[src/rtl/fb_read_arbiter.sv]
// Shares the frame buffer's single registered read port between display scan-out (absolute priority)
// and the image-processing engine (req/ready), with out-of-range rejection and starvation tracking.
module fb_read_arbiter #(
    parameter int IMG_WIDTH    = 160,
    parameter int IMG_HEIGHT   = 120,
    parameter int ADDR_WIDTH   = $clog2(IMG_WIDTH*IMG_HEIGHT),
    parameter int STARVE_LIMIT = 1024
) (
    input  logic                  i_clk,
    input  logic                  i_reset,
    input  logic                  i_disp_req,
    input  logic [ADDR_WIDTH-1:0] i_disp_addr,
    output logic                  o_disp_rvalid,
    output logic [15:0]           o_disp_rdata,
    input  logic                  i_proc_req,
    input  logic [ADDR_WIDTH-1:0] i_proc_addr,
    output logic                  o_proc_ready,
    output logic                  o_proc_rvalid,
    output logic [15:0]           o_proc_rdata,
    output logic                  o_proc_rerr,
    output logic                  o_proc_starved,
    output logic                  o_fb_oe,
    output logic [ADDR_WIDTH-1:0] o_fb_raddr,
    input  logic [15:0]           i_fb_rdata
);

    localparam int DEPTH = IMG_WIDTH * IMG_HEIGHT;
    localparam int CNT_W = $clog2(STARVE_LIMIT + 1);
    localparam logic [ADDR_WIDTH-1:0] LAST_ADDR = ADDR_WIDTH'(DEPTH - 1);
    localparam logic [CNT_W-1:0]      CNT_MAX   = CNT_W'(STARVE_LIMIT);
    localparam logic [CNT_W-1:0]      CNT_PRE   = CNT_W'(STARVE_LIMIT - 1);

    typedef enum logic [1:0] {
        OWN_NONE = 2'd0,
        OWN_DISP = 2'd1,
        OWN_PROC = 2'd2
    } owner_t;

    owner_t           r_owner;
    owner_t           w_owner_nxt;
    logic             r_err;
    logic             w_err_nxt;
    logic [CNT_W-1:0] r_wait_cnt;
    logic [CNT_W-1:0] w_wait_cnt_nxt;
    logic [15:0]      r_disp_hold;
    logic [15:0]      r_proc_hold;
    logic             w_disp_in;
    logic             w_proc_in;
    logic             w_blocked;
    logic [15:0]      w_resp_data;

    always_ff @(posedge i_clk or posedge i_reset) begin
        if (i_reset) begin
            r_owner     <= OWN_NONE;
            r_err       <= 1'b0;
            r_wait_cnt  <= '0;
            r_disp_hold <= '0;
            r_proc_hold <= '0;
        end else begin
            r_owner    <= w_owner_nxt;
            r_err      <= w_err_nxt;
            r_wait_cnt <= w_wait_cnt_nxt;
            if (o_disp_rvalid) r_disp_hold <= w_resp_data;
            if (o_proc_rvalid) r_proc_hold <= w_resp_data;
        end
    end

    always_comb begin
        w_disp_in      = (i_disp_addr <= LAST_ADDR);
        w_proc_in      = (i_proc_addr <= LAST_ADDR);
        o_proc_ready   = 1'b0;
        o_fb_oe        = 1'b0;
        o_fb_raddr     = '0;
        w_owner_nxt    = OWN_NONE;
        w_err_nxt      = 1'b0;
        if (i_disp_req) begin
            o_fb_oe     = w_disp_in;
            o_fb_raddr  = i_disp_addr;
            w_owner_nxt = OWN_DISP;
            w_err_nxt   = !w_disp_in;
        end else if (i_proc_req) begin
            o_proc_ready = 1'b1;
            o_fb_oe      = w_proc_in;
            o_fb_raddr   = i_proc_addr;
            w_owner_nxt  = OWN_PROC;
            w_err_nxt    = !w_proc_in;
        end
    end

    // Blocked means proc is asking while display holds the port; anything else restarts the count.
    always_comb begin
        w_blocked      = i_proc_req && i_disp_req;
        w_wait_cnt_nxt = '0;
        if (w_blocked) begin
            w_wait_cnt_nxt = (r_wait_cnt == CNT_MAX) ? r_wait_cnt : r_wait_cnt + CNT_W'(1);
        end
        o_proc_starved = w_blocked && (r_wait_cnt == CNT_PRE);
    end

    always_comb begin
        w_resp_data   = r_err ? 16'h0000 : i_fb_rdata;
        o_disp_rvalid = (r_owner == OWN_DISP);
        o_proc_rvalid = (r_owner == OWN_PROC);
        o_disp_rdata  = o_disp_rvalid ? w_resp_data : r_disp_hold;
        o_proc_rdata  = o_proc_rvalid ? w_resp_data : r_proc_hold;
        o_proc_rerr   = o_proc_rvalid && r_err;
    end

endmodule

[config.mk]
export PLATFORM = sky130hd
export DESIGN_NAME = fb_read_arbiter
export DESIGN_NICKNAME = d
export VERILOG_FILES = /design/src/rtl/fb_read_arbiter.sv
export SDC_FILE = /design/constraint.sdc
export NUM_CORES = 1
export LEC_CHECK = 0
export BUFFER_PORTS_ARGS = -buffer_cell sky130_fd_sc_hd__buf_2
export CORE_ASPECT_RATIO = 0.5
export CORE_MARGIN = 10
export CORE_UTILIZATION = 46
export CTS_CLUSTER_SIZE = 24
export DETAILED_ROUTE_END_ITERATION = 6
export HOLD_SLACK_MARGIN = 0.03
export PLACE_DENSITY = 0.83
export SLEW_MARGIN = 5
export SYNTH_ARGS = -nofsm -noshare
export SYNTH_HDL_FRONTEND = slang
export SYNTH_SLANG_ARGS = --single-unit
[constraint.sdc]
create_clock -name i_clk -period 1.9 [get_ports i_clk]
set_clock_uncertainty 0.05 [all_clocks]
set_input_delay 0.38 -clock i_clk [delete_from_list [all_inputs] [get_ports i_clk]]
set_output_delay 0.38 -clock i_clk [all_outputs]
set_load 0.005 [all_outputs]
==> results.md <==
* Status: complete, but fails checks
* Failing checks: setup timing
* H-tree depth at 2
* First-pass GRT wire length at 10200 µm
* Clock sinks at 46
* Worst Setup End Kind: primary output
* Routability cong. at 0.907
* Buf/Inv on CP at 2
* Die Y at ~69 µm
* Mux share of post-synthesis cell area at 0.0183
* Antenna fix cells at 0
* Lkg Pwr at 1.53 nW
* Setup violations, final at 1
* Final wirelength at 6180 µm
* Clk_lat worst skew at ~0.3 ns
* Largest net degree at the start of global routing at 40
* CTS tree: done
* Slowest CP cell: or4_4
* CP Launch Type: register
* #FFs+latches synth at 46
* Number of global-route vias before repair at approximately 2200
* Number of synthesized flops with an enable pin at 0
* Post-synth top area share at 0.526
* FP Rows at 17
* Antenna viol nets, final at 0
* Post-Synth Adder-Cell Area at 0.0114
* Ranking of synthesized cells by area: dfrtp_1 (53%), o21ai_0 (8.7%), nand2_1 (7.9%)
* Drt drc at 0
* # port buffers at between 100 and 150
* MaxCap Viol Count at 0
* Cell Chain, Critical Path: ha_2, inv_2, or4_4, nor2_2, buf_2
* Slew Limit Fails at 0
* List of most frequent post-synthesis cells: dfrtp_1 (46), nand2_1 (46), o21ai_0 (38)
* Final period util at 1.08
* Clk pin slew, worst setup/hold paths at 0.10 ns
* WL/cell at 15.3 µm
* Min Clock Period, post-route at just over 2 ns
* Detailed-placement wirelength estimate at slightly below 5000 µm
* XOR/XNOR Fraction of Synth Area at 0.00800
* Crit path DAT at between 1.5 and 2 ns
* Starting Density at 0.488
* Initial antenna violation count at 0
* Overall Global Routing Usage at 0.150
* Syn-to-layout area delta at 36.4%
* Synth unique cells at 31
* Max-slew headroom at 0.810
* Clock buffer depth at 2
* Cell Pwr Density at roughly 740 nW/µm²
* Min-delay worst type: input port to register
* Hold Vio Cnt, Final at 0
* Post-Syn Instances at ~230
* Drt pass-1 iters at 4
* Post-synthesis simple-gate area fraction at 0.221
* Final WS setup at -0.146 ns
* Total Die Area at ~8100 µm²
* Actual slew at the worst max-slew pin at approximately 0.28 ns
* Register area share after synthesis at 0.526
* Mapped cell area at between 2000 and 2500 µm²
* Core area at ~4500 µm²
* Worst path top cell family by delay: simple AND/OR/NAND/NOR gates
* Largest family of logic cells by synthesized area: simple AND/OR/NAND/NOR gates
* Hold depth at 3
* Final Util at 0.665
* RSZ-0062 raised after global routing: true
* Fin Setup TNS at -0.146 ns
* Ratio of cells with drive above 1 in the final layout at 0.413
* R2R depth at 6
* WP data required at 1.47 ns
* Synth Net Count at approximately 280
* CTS buffer count at 5
* Crit Path Max Fanout at 3
* Via Count at between 2000 and 2500
* Critical path depth at 5
* Top FF cell, synth: dfrtp_1
* Global route total overflow at 0
* Yosys top cell by area: dfrtp_1
* Die W at between 100 and 150 µm
* Reg2reg setup slack at roughly 0.060 ns
* Syn_area_per_cell at 9.56 µm²
* Critical path's largest stage delay at around 0.52 ns
* Post-synthesis compound-gate area fraction at 0.177
* Clock root cell: clkbuf_8
* Fmax at around 490 MHz
* Critical path class: register to primary output
* Synth warnings at 0
* Initial DRC Count at between 70 and 80
* IO Pins at about 100
* Asr flop ratio synth at 1.00
* Peak supply drop at between 300 and 400 µV
* Vias/cell at between 5 and 6
* Nets at 390
-- repair_timing --
| action | 4_1_cts | 5_1_grt |
|---|---|---|
| endpoints found under the setup margin | 18 | 35 |
| hold endpoints to repair | 7 | 0 |
| setup buffers | 2 | 1 |
| pin swaps | 1 | 1 |
| resized for setup | 8 | 41 |
| hold buffers | 1 | 0 |
-- final timing paths --
kind	endpoint	startpoint
hold / removal	r_proc_hold[1]$_DFF_PP0_	i_fb_rdata[1]
setup / recovery	o_proc_starved	r_wait_cnt[0]$_DFFE_PP0P_
max in group asynchronous	r_err$_DFF_PP0_	i_reset
setup reg to reg	r_wait_cnt[1]$_DFFE_PP0P_	r_wait_cnt[0]$_DFFE_PP0P_
hold reg to reg	r_disp_hold[11]$_DFF_PP0_	r_disp_hold[11]$_DFF_PP0_
min in group asynchronous	r_wait_cnt[0]$_DFFE_PP0P_	i_reset
-- through the flow --
stage	hold slack (ns)	power [mW]	setup WS, ns	instances	cell area (µm²)
after floorplan	0.361	1.35	0.148	229	2190
after global placement	0.248	1.58	0.110	394	2820
after detailed placement	0.249	1.61	0.0854	394	2820
after CTS	0.309	2.22	-0.159	405	2940
after global routing	0.313	2.36	-0.236	405	2990
final	0.304	2.22	-0.146	405	2990
-- routing by layer --
metal / part of all wire / vias to the layer above / global-route usage / routed length [µm]
li1: - / 1012 / - / -
met1: 0.38 / 947 / 0.155 / 2380
met2: 0.56 / 65 / 0.302 / 3450
met3: 0.040 / 10 / 0.0324 / 248
met4: 0.017 / 0 / 0.0612 / 106
met5: 0 / - / 0 / 0
-- worst register-to-register path, stage by stage, from the launching register on --
cell,delay (ns)
dfrtp_1,0.39
buf_4,0.16
inv_4,0.06
ha_4,0.12
or4b_4,0.48
nor4_4,0.30
mux2i_1,0.21
-- state kept, by name (all words and copies together), names as in the netlist --
name	cells
r_disp_hold	16
r_proc_hold	16
r_wait_cnt	11
r_owner	2
r_err	1
-- cells by family (layout without fill, tap and decap cells) --
| group | Yosys count | in the layout |
|---|---|---|
| buf+inv | 22 | 132 |
| fa+ha+maj | 2 | 2 |
| flops | 46 | 46 |
| xor+xnor | 2 | 2 |
| simple gates | 90 | 90 |
| compound gates | 63 | 63 |
| mux | 4 | 4 |
-- report_power, final --
group | total (mW) | switching, mW | internal (mW)
combinational | 0.489 | 0.259 | 0.230
clock | 0.613 | 0.350 | 0.263
sequential | 1.12 | 0.0356 | 1.08
-- cell type report --
type                    instances  area [µm²]
clock buffers                   5        68.8
clock inverters                 3        23.8
fillers                       346        1500
inverters                       9        36.3
multi-input cells             161         986
flip-flops and latches         46        1150
well taps                      66        82.6
repair buffers                115         636
-- cell usage in the layout, fill, tap and decap left out, drive strengths merged, types with 3 or more instances in the layout --
cell type | Yosys | routed
nand3 | 5 | 5
a22o | 14 | 14
buf | 1 | 114
mux2i | 4 | 4
nand2b | 20 | 20
o21ai | 38 | 38
nand2 | 46 | 46
clkbuf | 12 | 5
or4 | 3 | 3
nor2 | 4 | 4
a21oi | 5 | 5
dfrtp | 46 | 46
inv | 9 | 10
No activity file was read; power rests on OpenSTA's default activity.
